==> src/rtl/alu_mc.sv <==
// alu_mc: multi-cycle handshaked N-bit ALU with iterative shift-add multiplier; define ALU_MC_SIGNED_MUL_EN for signed op 111
module alu_mc #(
    parameter int N = 8
) (
    input  logic         clk,
    input  logic         rst,
    input  logic         in_valid,
    output logic         in_ready,
    input  logic [2:0]   op,
    input  logic [N-1:0] a,
    input  logic [N-1:0] b,
    output logic         out_valid,
    input  logic         out_ready,
    output logic [N-1:0] y,
    output logic [N-1:0] y_ext,
    output logic [3:0]   flags
);
    localparam int S = $clog2(N);
    typedef enum logic [1:0] {IDLE, MUL, DONE} state_t;
    state_t         state_q;
    logic [2*N-1:0] prod_q, mcand_q, prod_d, prod_f;
    logic [N-1:0]   mplier_q, a_mag, b_mag, y_d, y_q, yx_q;
    logic [S-1:0]   cnt_q, sh;
    logic [N:0]     sum, diff, shl_x, shr_x;
    logic [3:0]     flags_q;
    logic           c_d, v_d;
`ifdef ALU_MC_SIGNED_MUL_EN
    logic           neg_q;
    // multiply magnitudes, restore the sign on the full 2N product
    assign a_mag  = a[N-1] ? -a : a;
    assign b_mag  = b[N-1] ? -b : b;
    assign prod_f = neg_q ? -prod_d : prod_d;
`else
    assign a_mag  = a;
    assign b_mag  = b;
    assign prod_f = prod_d;
`endif
    assign in_ready  = (state_q == IDLE) && !rst;
    assign out_valid = (state_q == DONE);
    assign y         = y_q;
    assign y_ext     = yx_q;
    assign flags     = flags_q;
    always_comb begin
        sh     = b[S-1:0];
        sum    = {1'b0, a} + {1'b0, b};
        diff   = {1'b0, a} - {1'b0, b};
        shl_x  = {1'b0, a} << sh;
        shr_x  = {a, 1'b0} >> sh;
        prod_d = prod_q + (mplier_q[0] ? mcand_q : '0);
        y_d    = '0;
        c_d    = 1'b0;
        v_d    = 1'b0;
        case (op)
            3'b000: begin
                y_d = sum[N-1:0];
                c_d = sum[N];
                v_d = (a[N-1] == b[N-1]) && (sum[N-1] != a[N-1]);
            end
            3'b001: begin
                y_d = diff[N-1:0];
                c_d = diff[N];
                v_d = (a[N-1] != b[N-1]) && (diff[N-1] != a[N-1]);
            end
            3'b010: y_d = a & b;
            3'b011: y_d = a | b;
            3'b100: y_d = ~a;
            3'b101: begin
                y_d = shl_x[N-1:0];
                c_d = shl_x[N];
            end
            3'b110: begin
                y_d = shr_x[N:1];
                c_d = shr_x[0];
            end
            default: y_d = '0;
        endcase
    end
    always_ff @(posedge clk) begin
        if (rst) begin
            state_q  <= IDLE;
            y_q      <= '0;
            yx_q     <= '0;
            flags_q  <= '0;
            prod_q   <= '0;
            mcand_q  <= '0;
            mplier_q <= '0;
            cnt_q    <= '0;
`ifdef ALU_MC_SIGNED_MUL_EN
            neg_q    <= 1'b0;
`endif
        end else begin
            case (state_q)
                IDLE: if (in_valid) begin
                    if (op == 3'b111) begin
                        state_q  <= MUL;
                        prod_q   <= '0;
                        mcand_q  <= {{N{1'b0}}, a_mag};
                        mplier_q <= b_mag;
                        cnt_q    <= S'(N - 1);
`ifdef ALU_MC_SIGNED_MUL_EN
                        neg_q    <= a[N-1] ^ b[N-1];
`endif
                    end else begin
                        state_q <= DONE;
                        y_q     <= y_d;
                        yx_q    <= '0;
                        flags_q <= {y_d[N-1], y_d == '0, c_d, v_d};
                    end
                end
                MUL: begin
                    prod_q   <= prod_d;
                    mcand_q  <= mcand_q << 1;
                    mplier_q <= mplier_q >> 1;
                    cnt_q    <= cnt_q - S'(1);
                    if (cnt_q == '0) begin
                        state_q       <= DONE;
                        {yx_q, y_q}   <= prod_f;
                        flags_q       <= {prod_f[2*N-1], prod_f == '0, 2'b00};
                    end
                end
                DONE: if (out_ready) state_q <= IDLE;
                default: state_q <= IDLE;
            endcase
        end
    end
endmodule

==> config.mk <==
export PLATFORM = sky130hd
export DESIGN_NAME = alu_mc
export DESIGN_NICKNAME = d
export VERILOG_FILES = /design/src/rtl/alu_mc.sv
export SDC_FILE = /design/constraint.sdc
export NUM_CORES = 1
export LEC_CHECK = 0
export BUFFER_PORTS_ARGS = -buffer_cell sky130_fd_sc_hd__buf_2
export CORE_MARGIN = 4
export CORE_UTILIZATION = 59
export DETAILED_ROUTE_END_ITERATION = 12
export GPL_ROUTABILITY_DRIVEN = 0
export PLACE_DENSITY_LB_ADDON = 0.25
export SYNTH_ARGS = -nofsm -noshare
export SYNTH_HDL_FRONTEND = slang
export SYNTH_SLANG_ARGS = --single-unit
==> constraint.sdc <==
create_clock -name clk -period 3.2 [get_ports clk]
set_input_delay 0.48 -clock clk [delete_from_list [all_inputs] [get_ports clk]]
set_output_delay 0.48 -clock clk [all_outputs]
set_load 0.01 [all_outputs]
## Word level (Yosys, flattened, before mapping)

Index checks and enable logic that the tools add are counted.

| cells by class | value |
|---|---|
| bitwise logic cells | 3 |
| multiplexer cells | 33 |
| equal/unequal tests | 18 |
| add/subtract/negate cells | 4 |
| reductions and logical operators | 13 |
| shift-type cells | 2 |

Operator list:

| cell | number |
|---|---|
| two-way mux 16 bit | 5 |
| two-way mux 8 bit | 8 |
| case mux 16 bit (2 select lines) | 2 |
| case mux 8 bit (7 select lines) | 1 |
| case mux 8 bit (2 select lines) | 3 |
| adder 16 bit | 1 |
| logical NOT 16 bit | 1 |
| equality test 3 bit, second input constant | 4 |
| two-way mux 4 bit | 3 |
| adder 8 x 8 -> 9 bit | 1 |
| << shifter 8 x 3 -> 9 bit | 1 |
| right shift 9 x 3 -> 9 bit | 1 |
| subtractor 8 x 8 -> 9 bit | 1 |
| AND 8 bit | 1 |
| logical NOT 8 bit | 1 |
| two-way mux 2 bit | 4 |
| inverter 8 bit | 1 |
| bitwise OR 8 bit | 1 |
| case mux 4 bit (2 select lines) | 1 |
| equality test 3 x 2 -> 1 bit, second input constant | 2 |
| logical NOT 3 bit | 2 |
| two-way mux 3 bit | 2 |
| != test 2 bit, second input constant | 3 |
| case mux 2 bit (3 select lines) | 1 |
| other kinds (16) | 22 |

| word-level totals | value |
|---|---|
| input bits | 23 |
| output and inout bits | 22 |
| bits in registers | 65 |
| logic and storage cells | 81 |

## Logic depth before layout (Yosys ltp)

| logic depth | value |
|---|---|
| depth in word-level cells | 7 |
| depth in mapped cells | 13 |
| gate-level depth less buffers | 11 |

## Worst setup path after synthesis

Ideal clock, no wire load.

| timing | value |
|---|---|
| path type | input-to-reg |
| from | input b[0] |
| to | register flags_q[2], in the netlist flags[2] |
| path buffers | 3 |
| cell stages on the path | 12 |
| arrival | 2.820 ns |
| setup slack | 0.318 ns |
| path through | clkbuf_1 > buf_2 > buf_2 > inv_1 > ha_1 > a41o_1 > a22o_1 > or3_1 > nor4b_1 > and4b_1 > nand4_1 > nand3_1 |

| between the ends | value |
|---|---|
| cells in the longest elaborated chain, start to end | 6 |
| elaborated cells between the ends (all ways) | 11 |

RTL lines:

| what | line | RTL |
|---|---|---|
| from (decl) | 11 | `input logic [N-1:0] b,` |
| subtractor 8 x 8 -> 9 bit (tied with other cells) | 46 | `diff = {1'b0, a} - {1'b0, b};` |
| case mux 8 bit (7 select lines) (*) | 53 | `case (op)` |
| logical NOT 8 bit (*) | 107 | `flags_q <= {y_d[N-1], y_d == '0, c_d, v_d};` |
| two-way mux 4 bit (*) | 94 | `if (op == 3'b111) begin` |
| two-way mux 4 bit (*) | 93 | `IDLE: if (in_valid) begin` |
| case mux 4 bit (2 select lines) (*) | 92 | `case (state_q)` |
| to (signal assigned) | 107 |  |
| to (signal assigned) | 118 | `flags_q <= {prod_f[2*N-1], prod_f == '0, 2'b00};` |
| to (decl) | 25 | `logic [3:0] flags_q;` |

Mark *: on every way between the ends. The rest lies on a longest branch, timed or not. The select of a mux whose other input is x is not followed.
A chain may end at the register's enable or synchronous reset.

## Final worst setup path

| timing | value |
|---|---|
| from | register mplier_q[0] |
| to | register flags_q[2], in the netlist flags[2] |

| between the ends | value |
|---|---|
| cells in the longest elaborated chain, start to end | 5 |

RTL lines:

| what | line | RTL |
|---|---|---|
| from (decl) | 22 | `logic [N-1:0] mplier_q, a_mag, b_mag, y_d, y_q, yx_q;` |
| from (signal assigned) | 98 | `mplier_q <= b_mag;` |
| from (signal assigned) | 113 | `mplier_q <= mplier_q >> 1;` |
| two-way mux 16 bit | 49 | `prod_d = prod_q + (mplier_q[0] ? mcand_q : '0);` |
| adder 16 bit | 49 |  |
| logical NOT 16 bit | 118 |  |
| two-way mux 4 bit | 115 | `if (cnt_q == '0) begin` |
| case mux 4 bit (2 select lines) | 92 |  |

Every way passes these cells. The select of a mux whose other input is x is not followed.

==> impl_metrics.yaml <==
logic_synthesis:
  synth_cells: 657
  synth_top_family_by_area: "compound AO/OA/AOI/OAI gates"
  synth_edf_count: 0
  yosys.area_share.simple_pct: 24.0
  yosysUniqueCellTypes: 75
  synth_compound_area_share_pct: 25.1
  netlist_area_sq_um: 5010
  synthMuxAreaShare_pct: 3.85
  syn_nets: 725
  synthXorXnorAreaFrac_pct: 4.20
  yosysWarningCount: 0
  ys_async_sr_fraction_pct: 0
  ys.flop_type: "dfxtp_1"
  synth-seq-cells: 65
  synth-seq-area-share_pct: 26.0
  synthAdderAreaFrac_pct: 11.7
  synth_area_per_cell_sq_um: 7.63
detailed_routing:
  wl_per_cell_um: 18.5
  drtPass1Iterations: 6
  wl_met1_um: 5980
  route.vias.total: 5244
  final_antenna_net_count: 0
  vias_per_cell: 6.53
  drc_errors: 0
  dr_wl_met2_um: 7000
  drt_iter0_drc: 657
  routed.top_layer: "met4"
  wl_um: 14900
  wl_met3_um: 1420
cells_and_area:
  syn_to_final_growth_pct: 14.1
  multi_input_area_sq_um: 3570
  final_util_pct: 69.2
  diodes: 0
  drive_gt1_share_pct: 16.2
  fill_cells: 695
  regArea_sq_um: 1300
  nets: 761
sta:
  setup_viol: 0
  fin_crit_sh_pct: 96.8
  fmax_mhz: 323
  period_needed_ps: 3100
  tightest_slew_ps: 1040
  slew_headroom_pct: 30.7
  finalClockSkew_ps: 14.3
  hold_violations: 0
  slew_violations: 0
  fin_ws_ps: 103
power_and_ir_drop:
  p_leak_uw: 0.00243
  p_sw_uw: 647
  vdd_drop_max_mv: 0.262
  p_total_uw: 2110
  power_density_nw_per_um2: 370
  combPwrFrac_pct: 21.4
  p_seq_share_pct: 40.2
  p_int_uw: 1470
  swShare_pct: 30.6
  clock_power_share_pct: 38.4
clock_tree:
  clkSinkCount: 65
  cts_tree: "yes"
  cts_root_buffer: "clkbuf_8"
  cts_buffers: 9
  cts_max_path_buffers: 2
  cts_hold_buf: 0
  clk_pin_slew_worst_paths_ps: 70
  cts_resized: 0
  cts_setup_buffers: 0
  clk_latency_ps: 350
  cts.htree.levels: 3
floorplanning:
  start_util_pct: 60.7
  die_height_um: 100
  core_sq_um: 8260
  io_pins: 45
  die_w_um: 100
  die_area_sq_um: 10000
  num_rows: 33
placed_design:
  placement.io_buffers: 44
  place_ws_ps: 26.9
  dp_hpwl_um: 10600
setup_path:
  arrival_ps: 3370
  worstSetupStartpointType: "flop"
  end_kind: "flop"
  crit_buf_inv: 1
  crit_slowest_cell: "or4b_4"
  path_class: "flop to flop"
  cp_max_fo: 15
  cpPeakStageDelay_ps: 540
  path_delay_family: "simple AND/OR/NAND/NOR gates"
  path_cells: "buf_6, and2_1, ha_1, o21ai_1, o21bai_2, nand3_2, a31oi_4, a21oi_1, or4b_4, or4_4, nand3_1"
  crit_required_ps: 3480
  rrSetupSlack_ps: 100
grt:
  grt_pass1_wl_um: 23900
  gr-total-overflow: 0
  grt_pass1_vias: 4861
  grt.total_usage_pct: 29.2
  grt_max_degree: 68
  antenna_found_initial: 0
worst_hold_path:
  min_path_type: "input port to flop"
run:
  maxCapViolations: 0
run_status:
  status: "complete, no violations"
[metal layers]
layer | vias up | GRT usage, %
met5 | - | 0
met4 | 0 | 10.8
met3 | 51 | 4.52
met2 | 302 | 47.3
met1 | 2448 | 39.4
li1 | 2443 | -
[per-stage QoR]
step           cell area (sq um)  TNS (ps)  hold WS (ps)  std cells
5_1_grt                     5720     -1.05           416        803
2_1_floorplan               5010         0           432        657
4_1_cts                     5600         0           414        803
3_5_place_dp                5370         0           441        787
3_3_place_gp                5370         0           436        787
6_report                    5720         0           423        803
[final cells by class]
| cell class | count | share of cell area, % |
|---|---|---|
| clock buffer | 10 | 2.41 |
| clock inverter | 6 | 1.55 |
| inverter | 30 | 1.97 |
| multi-input combinational | 523 | 62.4 |
| sequential | 65 | 22.8 |
| tap | 105 | 2.30 |
| timing repair buffer | 64 | 6.54 |
[cell families (layout without fill, tap and decap cells)]
| kind of cell | after synthesis | after routing |
|---|---|---|
| AND/OR/NAND/NOR | 259 | 259 |
| flip-flops | 65 | 65 |
| buffers and inverters | 69 | 110 |
| XOR/XNOR | 24 | 24 |
| AO/OA/AOI/OAI | 181 | 181 |
| multiplexers | 14 | 14 |
| adder cells (fa/ha/maj) | 45 | 45 |
[registers in the layout (all words and copies together) (netlist names)]
signal / flops
cnt_q: 3
flags: 4
mcand_q: 16
mplier_q: 8
prod_q: 16
state_q: 2
y: 8
y_ext: 8
[cells in the mapped netlist, types with 9 or more instances]
master / number / area (sq um)
a22oi_1: 19 / 143
xnor2_1: 18 / 158
dfxtp_1: 65 / 1300
nor2b_1: 9 / 56.3
o21ai_0: 19 / 95.1
nand3_1: 25 / 125
nand2_1: 80 / 300
clkbuf_1: 35 / 131
inv_1: 27 / 101
a311oi_1: 15 / 131
ha_1: 42 / 526
nor2_1: 80 / 300
and2_1: 15 / 93.8
a21oi_1: 49 / 245
nor3_1: 18 / 90.1
[worst paths after layout]
path,startpoint,endpoint,cells past startpoint
worst max register to register,mplier_q[0]$_SDFFE_PP0P_,flags[2]$_SDFFE_PP0P_,11
worst min-delay path,b[7],mplier_q[7]$_SDFFE_PP0P_,3
worst min register to register,y_ext[0]$_SDFFE_PP0P_,y_ext[0]$_SDFFE_PP0P_,2
worst max-delay path,mplier_q[0]$_SDFFE_PP0P_,flags[2]$_SDFFE_PP0P_,11
[worst reg2reg max path, cell delays in order, from the launching register on]
cell      delay (ps)
dfxtp_2          350
buf_6            150
and2_1           170
ha_1             390
o21ai_1          130
o21bai_2         240
nand3_2          160
a31oi_4          240
a21oi_1          120
or4b_4           540
or4_4            440
nand3_1          100
[power by group through the flow]
stage	clock network [uW]	registers, uW	logic, uW
finish	811	851	453
floorplan	0	869	284
CTS	819	850	441
global route	852	853	493
global placement	0	868	429
detailed placement	0	869	439
[cells in the final DEF (no fill, tap or decap), types with 4 or more instances in the layout]
master | netlist | final
buf_2 | 2 | 44
dfxtp_1 | 65 | 64
nor2_1 | 80 | 79
nor3_1 | 18 | 18
a311oi_1 | 15 | 15
inv_1 | 27 | 27
nand3_1 | 25 | 24
a2111oi_0 | 4 | 4
nand2_1 | 80 | 80
nand2b_1 | 5 | 5
mux2i_1 | 8 | 8
xnor2_1 | 18 | 15
o21ai_0 | 19 | 19
o211ai_1 | 4 | 4
or3_1 | 5 | 5
ha_1 | 42 | 42
and2_1 | 15 | 15
o21bai_1 | 6 | 6
a22oi_1 | 19 | 19
nor2b_1 | 9 | 9
a211oi_1 | 7 | 7
mux4_2 | 4 | 4
clkbuf_8 | 0 | 10
o22ai_1 | 6 | 6
buf_4 | 0 | 19
o21ai_1 | 6 | 6
a21oi_1 | 49 | 47
a32oi_1 | 4 | 4
xor2_1 | 6 | 6
Note: power is estimated with default switching activity, not from simulation.
